<file path="src/rtl/lut_stream_eval.sv">
// Programmable N-input Boolean function evaluator for streaming data.
// Evaluates a runtime-loadable truth table on parallel words or on a sliding serial window.
module lut_stream_eval #(
    parameter int           N       = 4,
    parameter logic [2**N-1:0] TT_INIT = 16'h56E2,
    parameter int           CNT_W   = 8
) (
    input  logic             clk,
    input  logic             rst,
    input  logic             mode,
    input  logic             in_valid,
    input  logic [N-1:0]     in_par,
    input  logic             in_ser,
    input  logic             tt_load,
    input  logic [2**N-1:0]  tt_data,
    input  logic             cnt_clr,
    output logic             out,
    output logic             out_valid,
    output logic [N-1:0]     window,
    output logic [CNT_W-1:0] match_cnt
);

    localparam int FW = $clog2(N);
    localparam logic [FW-1:0] FILL_LAST = FW'(N - 1);

    typedef enum logic {
        FILL,
        RUN
    } state_t;

    state_t           state, state_n;
    logic [2**N-1:0]  tt, tt_n;
    logic [N-1:0]     window_n;
    logic [N-1:0]     win_shift;
    logic [FW-1:0]    fill_cnt, fill_n;
    logic             mode_q;
    logic             out_n, out_valid_n;
    logic [CNT_W-1:0] cnt_n;

    always_ff @(posedge clk) begin
        if (rst) begin
            state     <= FILL;
            tt        <= TT_INIT;
            window    <= '0;
            fill_cnt  <= '0;
            mode_q    <= 1'b0;
            out       <= 1'b0;
            out_valid <= 1'b0;
            match_cnt <= '0;
        end else begin
            state     <= state_n;
            tt        <= tt_n;
            window    <= window_n;
            fill_cnt  <= fill_n;
            mode_q    <= mode;
            out       <= out_n;
            out_valid <= out_valid_n;
            match_cnt <= cnt_n;
        end
    end

    // Evaluation always reads the current table, so a same-cycle load only affects later inputs.
    always_comb begin
        state_n     = state;
        tt_n        = tt;
        window_n    = window;
        fill_n      = fill_cnt;
        out_n       = out;
        out_valid_n = 1'b0;
        cnt_n       = match_cnt;
        win_shift   = {window[N-2:0], in_ser};

        if (mode != mode_q) begin
            window_n = '0;
            fill_n   = '0;
            state_n  = FILL;
        end else if (in_valid) begin
            if (!mode) begin
                out_n       = tt[in_par];
                out_valid_n = 1'b1;
            end else begin
                window_n = win_shift;
                case (state)
                    FILL: begin
                        if (fill_cnt == FILL_LAST) begin
                            state_n     = RUN;
                            out_n       = tt[win_shift];
                            out_valid_n = 1'b1;
                        end else begin
                            fill_n = fill_cnt + FW'(1);
                        end
                    end
                    RUN: begin
                        out_n       = tt[win_shift];
                        out_valid_n = 1'b1;
                    end
                    default: state_n = FILL;
                endcase
            end
        end

        if (tt_load) begin
            tt_n = tt_data;
        end

        // Clear beats a simultaneous increment; the counter sticks at all-ones.
        if (cnt_clr) begin
            cnt_n = '0;
        end else if (out_valid_n && out_n && !(&match_cnt)) begin
            cnt_n = match_cnt + CNT_W'(1);
        end
    end

endmodule

</file>
<file path="config.mk">
export PLATFORM = sky130hd
export DESIGN_NAME = lut_stream_eval
export DESIGN_NICKNAME = d
export VERILOG_FILES = /design/src/rtl/lut_stream_eval.sv
export SDC_FILE = /design/constraint.sdc
export NUM_CORES = 1
export LEC_CHECK = 0
export BUFFER_PORTS_ARGS = -buffer_cell sky130_fd_sc_hd__buf_2
export CAP_MARGIN = 10
export CELL_PAD_IN_SITES_DETAIL_PLACEMENT = 1
export CELL_PAD_IN_SITES_GLOBAL_PLACEMENT = 2
export CORE_ASPECT_RATIO = 2
export CORE_MARGIN = 1.5
export CORE_UTILIZATION = 35
export DETAILED_ROUTE_END_ITERATION = 10
export HOLD_SLACK_MARGIN = 0.05
export PLACE_DENSITY_LB_ADDON = 0.1
export SLEW_MARGIN = 20
export SYNTH_ARGS = -nofsm -noshare
export SYNTH_HDL_FRONTEND = slang
export SYNTH_SLANG_ARGS = --single-unit
</file>
<file path="constraint.sdc">
create_clock -name clk -period 2.9 [get_ports clk]
set_input_delay 0.145 -clock clk [delete_from_list [all_inputs] [get_ports clk]]
set_output_delay 0.145 -clock clk [all_outputs]
set_load 0.005 [all_outputs]
</file>
==> results of run 1 <==
[synthesized netlist by cell type, drive strengths merged (6+ instances only)]
library cell,instances
a21oi,10
mux2i,21
nor2b,12
clkbuf,6
dfxtp,34
nor2,18
nand3,9
nand2,13
a211o,10
[worst paths after layout]
kind	start	cells past startpoint	slack, ns	to
max reg2reg	window[1]	6	0.66	match_cnt[6]
max	window[1]	6	0.66	match_cnt[6]
min reg2reg	window[3]	2	0.46	window[3]
min	tt_data[12]	2	0.06	tt[12]
[through the flow]
stage | area, um2 | power (W) | setup slack, ns | hold WS [ns] | util [%]
3_5_place_dp | 2010 | 0.000644 | 0.659 | 0.362 | 41.0
3_3_place_gp | 2010 | 0.000636 | 0.813 | 0.348 | 41.0
5_1_grt | 2120 | 0.00110 | 0.549 | 0.0600 | 43.2
6_report | 2120 | 0.00105 | 0.657 | 0.0643 | 43.2
4_1_cts | 2120 | 0.00107 | 0.650 | 0.0573 | 43.2
2_1_floorplan | 1790 | 0.000593 | 0.875 | 0.263 | -
[critical path, stage by stage, from the launching register on]
cell,delay [ns]
dfxtp_1,0.46
mux4_1,0.59
a2bb2oi_1,0.15
a32oi_1,0.28
or2_2,0.26
a21boi_1,0.12
a311oi_1,0.30
[final cells by class]
type,instances,area (um2),area share (%)
repair buffers,40,200,9.43
clock buffers,8,110,5.19
multi-input cells,146,1060,49.9
flip-flops and latches,34,681,32.1
well taps,57,71.3,3.36
[per-layer routing]
layer / up-vias / share of wire [%]
li1: 779 / -
met1: 788 / 35
met2: 46 / 58
met3: 11 / 3.0
met4: 0 / 3.2
met5: - / 0
[cells in the final DEF, fill, tap and decap left out, types with 2 or more instances in the layout]
cell type / netlist / final
nor2b_1: 12 / 12
dfxtp_1: 34 / 34
clkbuf_8: 0 / 8
buf_2: 1 / 40
o21ai_0: 3 / 3
mux2i_1: 21 / 21
nand4_1: 2 / 2
nor3_1: 3 / 3
o2bb2ai_1: 2 / 2
a211o_1: 10 / 10
mux2_2: 4 / 4
mux4_1: 2 / 2
and2_1: 2 / 2
ha_1: 2 / 2
nand3_1: 9 / 9
or3_1: 4 / 4
a21oi_1: 10 / 10
or2_2: 4 / 4
nor2_1: 17 / 17
a2bb2oi_1: 2 / 2
nand2_1: 13 / 13
[cells by family after synthesis]
kind of cell | after synthesis | synth area share (%)
adders and majority gates | 2 | 1.40
and+or+nand+nor | 72 | 20.5
AOI/OAI and AO/OA | 43 | 19.2
muxes | 27 | 17.2
xor gates and xnor gates | 2 | 0.981
buffers and inverters | 10 | 2.59
DFF | 34 | 38.1
[sequential cells by signal, indices dropped and copies added, names as in the netlist]
signal     flops
mode_q         1
out            1
window         4
fill_cnt       2
out_valid      1
tt            16
match_cnt      8
state          1
[power breakdown]
group          total (W)  leakage, nW  internal [W]  switching (W)
Combinational   0.000130        0.534     0.0000603      0.0000695
Sequential      0.000503        0.279      0.000485      0.0000179
Clock           0.000416       0.0575      0.000240       0.000176
==> impl_metrics.py, run 1 <==
metrics = {
    "status": {
        "status": "complete, no violations",
    },
    "global_routing": {
        "overflow": 0,
        "grt_antenna_before_repair": 0,
        "grt_max_degree": 27,
        "grt_pass1_wl_mm": 8.18,
        "met1_usage_pct": 19.3,
        "met3_usage_pct": 3.45,
        "use_met2_pct": 36.5,
        "grt_pass1_vias": 1693,
        "busiest_layer": "met2",
        "grt_usage_pct": 19.9,
    },
    "job": {
        "cap_violations": 0,
    },
    "drt": {
        "ant_nets": 0,
        "drt_iter0_drc": 35,
        "wirelength_mm": 5.00,
        "drtPass1Iterations": 4,
        "viasPerCell": 5.70,
        "num_vias": 1624,
        "wl_per_cell_um": 17.5,
        "drc": 0,
    },
    "floorplanning": {
        "die_h_um": 104,
        "die-area_um2": 5570,
        "io_pins": 41,
        "core_area_um2": 4910,
        "dieWidth_um": 53.5,
        "rows": 36,
        "initial_core_util_pct": 36.4,
    },
    "sta": {
        "final-setup-viol-count": 0,
        "fin_crit_sh_pct": 77.4,
        "finalHoldViolCount": 0,
        "grt_setup_unrepaired": "no",
        "timing.final.crit_period_ns": 2.24,
        "max_freq_mhz": 446,
        "relSlewSlack_pct": 65.8,
        "skew_ns": 0.00474,
        "fin_tns_setup_ns": 0,
        "maxSlewViolCount": 0,
        "tightest_slew_ns": 0.508,
    },
    "cts": {
        "numCtsBuffers": 5,
        "ctsHtreeMaxLevel": 2,
        "cts.sinks": 34,
        "cts-root-buf": "clkbuf_8",
        "cts_tree": "yes",
        "cts_resized": 0,
        "clock_latency_ns": 0.29,
        "cts_hold_buf": 0,
        "clk_pin_slew_ns": 0.07,
        "cts_buffer_depth": 2,
        "post_cts_buffers": 0,
    },
    "finish": {
        "drive_above_1_share_pct": 25.9,
        "area_delta_synth_final_pct": 18.8,
        "finalNonFillerCells": 285,
        "fin_nets": 256,
        "n_antenna_cell": 0,
        "fillers": 596,
    },
    "synth": {
        "synth_edf_count": 0,
        "synthDistinctLibCells": 47,
        "synthArstFlopShare_pct": 0,
        "ys_ff_latch": 34,
        "netlist_area_um2": 1790,
        "avgSynthCellArea_um2": 9.40,
        "yosysTopAreaCellShare_pct": 38.1,
        "synth_area_leaders": "dfxtp_1 38%, mux2i_1 12%, a211o_1 4.9%, nor2b_1 4.2%, nor2_1 3.6%",
        "syn_nets": 219,
        "yosys_most_used_dff": "dfxtp_1",
        "yosysSeqAreaShare_pct": 38.1,
        "synthesis.instances": 190,
        "yosysWarnings": 0,
        "yosysTopAreaCell": "dfxtp_1",
    },
    "worst_setup_path": {
        "arrival_ns": 2.44,
        "cp_max_fo": 8,
        "start_kind": "flop",
        "worstSetupPathType": "flop to flop",
        "end_kind": "flop",
        "cp.required_ns": 3.09,
    },
    "pwr": {
        "leakagePower_nw": 0.870,
        "peakVddDrop_mv": 0.350,
        "powerDensity_nw_per_um2": 494,
    },
    "place": {
        "dpl.cell_count": 277,
        "dp.final_hpwl_mm": 3.93,
        "io_buffers": 40,
        "globalplace.congestion": 0.849,
    },
    "hold_path": {
        "holdCritPathClass": "primary input to flop",
    },
}
Power figures use the tool's default switching activity.
==> inputs of run 2 (changes only) <==
CORE_UTILIZATION = 29   (was 35)
clock period = 1.9 ns   (was 2.9 ns; I/O delays follow)
==> run 2 against run 1 <==
Effect of this change: the flow now finishes with violations (setup timing); combinational power is 94% higher; count of clock-buffer cells in the layout stayed put; clock skew is 0.0028 ns higher; clock power is 120% higher; routed wire length is 9.0% higher; final area is 19% higher; global-route usage is 2.0 points lower; die area is 20% higher; flip-flop and latch count stayed put; largest cell class unchanged; highest routed layer unchanged.
==> impl_metrics.py, run 2 (synthesis gave the netlist of run 1 again) <==
metrics = {
    "place": {
        "dpl.cell_count": 308,
        "globalplace.congestion": 0.767,
        "place_area_um2": 2210,
        "io_buffers": 40,
        "dp.final_hpwl_mm": 4.19,
    },
    "cts": {
        "numCtsBuffers": 5,
        "cts.sinks": 34,
        "clk_pin_slew_ns": 0.05,
        "clock_latency_ns": 0.28,
        "cts_buffer_depth": 2,
        "cts_tree": "yes",
        "cts-root-buf": "clkbuf_16",
        "ctsHtreeMaxLevel": 2,
    },
    "pwr": {
        "clock_power_share_pct": 47.0,
        "pwr-share-comb_pct": 13.2,
        "total_power_w": 0.00191,
        "p_seq_share_pct": 39.8,
        "powerDensity_nw_per_um2": 757,
        "p_int_w": 0.00146,
        "leakagePower_nw": 1.07,
        "net-switching-power_w": 0.000451,
        "p_sw_share_pct": 23.6,
        "peakVddDrop_mv": 0.620,
    },
    "drt": {
        "drtPass1Iterations": 6,
        "viasPerCell": 5.39,
        "ant_nets": 0,
        "drt_iter0_drc": 68,
        "wl_per_cell_um": 16.7,
        "drc": 0,
        "wirelength_mm": 5.45,
        "num_vias": 1763,
    },
    "finish": {
        "final_common_cell": "buf_2",
        "finalNonFillerCells": 327,
        "fin_nets": 292,
        "drive_above_1_share_pct": 37.1,
        "n_antenna_cell": 0,
        "largest-register": "tt",
        "fin_area_um2": 2530,
        "area_delta_synth_final_pct": 41.7,
        "largest_reg_flops": 16,
        "final_cell_mix": "40 x buf_2, 31 x dfxtp_1, 27 x buf_4",
        "utilization_pct": 42.5,
        "reg_top3": "tt x16, match_cnt x8, window x4",
    },
    "sta": {
        "final-setup-viol-count": 2,
        "tightest_slew_ns": 0.501,
        "timing.final.crit_period_ns": 1.93,
        "max_freq_mhz": 518,
        "relSlewSlack_pct": 66.6,
        "skew_ns": 0.00752,
        "fin_tns_setup_ns": -0.0430,
        "fin_crit_sh_pct": 102,
        "setup_ws_ns": -0.0313,
        "grt_setup_unrepaired": "yes",
        "finalHoldViolCount": 0,
        "maxSlewViolCount": 0,
    },
    "global_routing": {
        "grt_pass1_wl_mm": 8.96,
        "grt_usage_pct": 17.9,
        "overflow": 0,
        "grt_max_degree": 27,
        "grt_antenna_before_repair": 0,
        "grt_pass1_vias": 1870,
    },
    "worst_setup_path": {
        "cp.required_ns": 2.11,
        "end_kind": "flop",
        "arrival_ns": 2.15,
        "ff2ff_path_depth": 8,
        "worstSetupPathType": "flop to flop",
        "cp_max_fo": 5,
        "setup.worst_path.start": "window[1]",
        "timing.rr.start": "window[1]",
        "reg2reg_slack_ns": -0.03,
        "start_kind": "flop",
    },
    "status": {
        "status": "complete, but fails checks",
        "violations": "setup timing",
    },
    "floorplanning": {
        "core_area_um2": 5960,
        "dieWidth_um": 58.5,
        "die-area_um2": 6670,
        "initial_core_util_pct": 30.0,
        "rows": 40,
        "die_h_um": 114,
        "io_pins": 41,
    },
    "hold_path": {
        "holdCritPathClass": "primary input to flop",
        "hold_path_depth": 3,
        "min_from": "tt_data[0]",
    },
    "job": {
        "cap_violations": 0,
    },
}
## run 2: cell types whose count changed in the layout (fill, tap and decap cells not counted), moves of 3 or more
cell	change
dlygate4sd3_1	+8
dfxtp_1	-3
buf_4	+27
clkbuf_8	-5
clkbuf_16	+5
## run 2: final cells by class
cell class                 instances  area, um2
fill                             684       3420
sequential                        34        687
clock buffer                       8        166
multi-input combinational        146       1100
tap                               63       78.8
timing repair buffer              76        494
## run 2: timing repair
action | CTS | global route
endpoints found under the setup margin | 8 | 9
hold buffers | 8 | 0
buffers inserted | 2 | 1
pin swaps | 5 | 2
endpoints found under the hold margin | 8 | 0
gates resized for setup | 8 | 5
## run 2: metrics by stage
stage	setup WS, ns	hold slack, ns
after floorplan	-0.0118	0.213
after global placement	-0.0882	0.297
after detailed placement	-0.0805	0.306
after CTS	-0.0368	0.0520
after global routing	-0.124	0.0792
final	-0.0313	0.0507
## run 2: power by group through the flow
stage / Sequential (W) / Clock (W) / Combinational [W]
detailed placement: 0.000779 / 0 / 0.000226
CTS: 0.000763 / 0.000925 / 0.000253
global route: 0.000766 / 0.000951 / 0.000279
global placement: 0.000777 / 0 / 0.000218
finish: 0.000763 / 0.000900 / 0.000252
floorplan: 0.000770 / 0 / 0.000135
## run 2: worst paths after layout
path	to
worst max-delay path	match_cnt[7]
worst min-delay path	tt[0]
worst max register to register	match_cnt[7]
worst min register to register	window[3]
## run 2: layer usage
metal	GRT usage (%)	up-vias	part of all wire, %
li1	-	848	-
met1	16.2	873	35
met2	36.6	35	60
met3	2.95	7	2.9
met4	6.82	0	1.8
met5	0	-	0
## run 2: critical path, stage by stage (launching register included)
cell       delay (ns)
dfxtp_4          0.35
buf_4            0.15
and2_1           0.19
a2bb2oi_2        0.15
a32oi_2          0.13
or2_4            0.29
buf_6            0.13
a2111o_1         0.40
o21ai_1          0.07
==> inputs of run 3 (changes only) <==
CORE_UTILIZATION = 30   (was 29)
CTS_BUF_LIST = sky130_fd_sc_hd__clkbuf_4   (was unset)
==> run 3 against run 2 <==
Effect of this change: the flow still finishes with violations (setup timing); clock skew down 0.0016 ns; die area down 3.2%; critical endpoint is now match_cnt[4]; routed wire length up 2.1%.
==> impl_metrics.py, run 3 (synthesis gave the netlist of run 1 again) <==
metrics = {
    "status": {
        "status": "complete, but fails checks",
        "violations": "setup timing",
    },
    "floorplanning": {
        "die_h_um": 112,
        "dieWidth_um": 57.6,
        "io_pins": 41,
        "die-area_um2": 6460,
        "initial_core_util_pct": 31.3,
        "core_area_um2": 5710,
        "rows": 39,
    },
    "global_routing": {
        "grt_usage_pct": 18.2,
        "use_met2_pct": 36.7,
        "busiest_layer": "met2",
        "met1_usage_pct": 15.8,
        "met3_usage_pct": 3.46,
        "grt_pass1_vias": 1874,
        "grt_antenna_before_repair": 0,
        "overflow": 0,
        "grt_max_degree": 27,
        "grt_pass1_wl_mm": 8.88,
    },
    "cts": {
        "cts.sinks": 34,
        "cts_buffer_depth": 2,
        "ctsHtreeMaxLevel": 2,
        "numCtsBuffers": 5,
        "clk_pin_slew_ns": 0.10,
        "clock_latency_ns": 0.35,
        "cts_tree": "yes",
        "cts-root-buf": "clkbuf_4",
    },
    "worst_setup_path": {
        "cp.required_ns": 2.19,
        "end_kind": "flop",
        "arrival_ns": 2.24,
        "start_kind": "flop",
        "worstSetupPathType": "flop to flop",
        "cp_max_fo": 6,
    },
    "drt": {
        "drtPass1Iterations": 4,
        "drt_iter0_drc": 25,
        "wirelength_mm": 5.56,
        "num_vias": 1760,
        "ant_nets": 0,
        "drc": 0,
        "wl_per_cell_um": 16.8,
        "viasPerCell": 5.32,
    },
    "sta": {
        "grt_setup_unrepaired": "yes",
        "max_freq_mhz": 512,
        "whs_ns": 0.0915,
        "relSlewSlack_pct": 64.6,
        "final-setup-viol-count": 5,
        "tightest_slew_ns": 0.530,
        "skew_ns": 0.00595,
        "timing.final.crit_period_ns": 1.95,
        "fin_crit_sh_pct": 103,
        "setup_ws_ns": -0.0539,
        "maxSlewViolCount": 0,
        "finalHoldViolCount": 0,
    },
    "finish": {
        "largest_reg_flops": 16,
        "final_common_cell": "buf_2",
        "finalNonFillerCells": 331,
        "fin_nets": 299,
        "area_delta_synth_final_pct": 41.5,
        "n_antenna_cell": 0,
        "final_cell_mix": "40 x buf_2, 31 x dfxtp_1, 24 x buf_4",
        "utilization_pct": 44.3,
        "reg_top3": "tt x16, match_cnt x8, window x4",
        "drive_above_1_share_pct": 37.8,
        "largest-register": "tt",
        "fillers": 673,
    },
    "pwr": {
        "powerDensity_nw_per_um2": 570,
        "peakVddDrop_mv": 0.532,
        "total_power_w": 0.00144,
        "leakagePower_nw": 1.06,
    },
    "place": {
        "dpl.cell_count": 305,
        "dp.final_hpwl_mm": 4.30,
        "io_buffers": 40,
        "globalplace.congestion": 0.773,
    },
    "job": {
        "cap_violations": 0,
    },
    "hold_path": {
        "holdCritPathClass": "primary input to flop",
    },
}
run 3: changes by cell type in the layout (fill, tap and decap cells not counted), moves of 3 or more:
cell,change
dlygate4sd3_1,+9
clkbuf_4,+7
clkbuf_16,-5
a21oi_1,-3
a21oi_2,+3
buf_4,-3
clkbuf_8,-3
run 3: worst paths after layout:
kind,slack [ns],end,from,cells past startpoint
setup / recovery,-0.05,match_cnt[4],mode_q,6
hold / removal,0.09,match_cnt[2],cnt_clr,3
setup reg to reg,-0.05,match_cnt[4],mode_q,6
hold reg to reg,0.46,window[3],window[3],2
run 3: repair_timing:
item,4_1_cts,5_1_grt
hold buffers,17,0
endpoints found under the hold margin,17,0
setup buffers,2,0
gates resized for setup,13,8
endpoints found under the setup margin,9,9
pin swaps,8,7
run 3: report_power, final:
group / internal (W) / switching (W) / total [W]
clock: 0.000168 / 0.000247 / 0.000415
sequential: 0.000739 / 0.0000188 / 0.000758
combinational: 0.000140 / 0.000129 / 0.000270
run 3: worst max-delay path: stages (launching register included):
cell	delay [ns]
dfxtp_2	0.33
or3b_1	0.35
a41o_1	0.29
a2111oi_4	0.37
nor2_4	0.11
a21oi_1	0.22
mux2i_1	0.22
run 3: area by class of cell:
cell class	count	area [um2]	area share, %
Tap cell	61	76.3	3.02
Timing Repair Buffer	83	573	22.7
Sequential cell	34	687	27.2
Clock buffer	7	52.6	2.08
Multi-Input combinational cell	146	1140	45.1
run 3: routing by layer:
metal	up-vias	wire, um	share of wire, %
li1	856	-	-
met1	852	1910	34
met2	42	3310	60
met3	10	172	3.1
met4	0	167	3.0
met5	-	0	0
run 3: stage by stage:
step	cell area (um2)	worst slack (ns)	TNS, ns
6_report	2530	-0.0539	-0.152
5_1_grt	2530	-0.143	-0.835
3_3_place_gp	2200	-0.0736	-0.184
3_5_place_dp	2200	-0.164	-0.666
4_1_cts	2490	-0.0446	-0.245
2_1_floorplan	1790	-0.0118	-0.0233
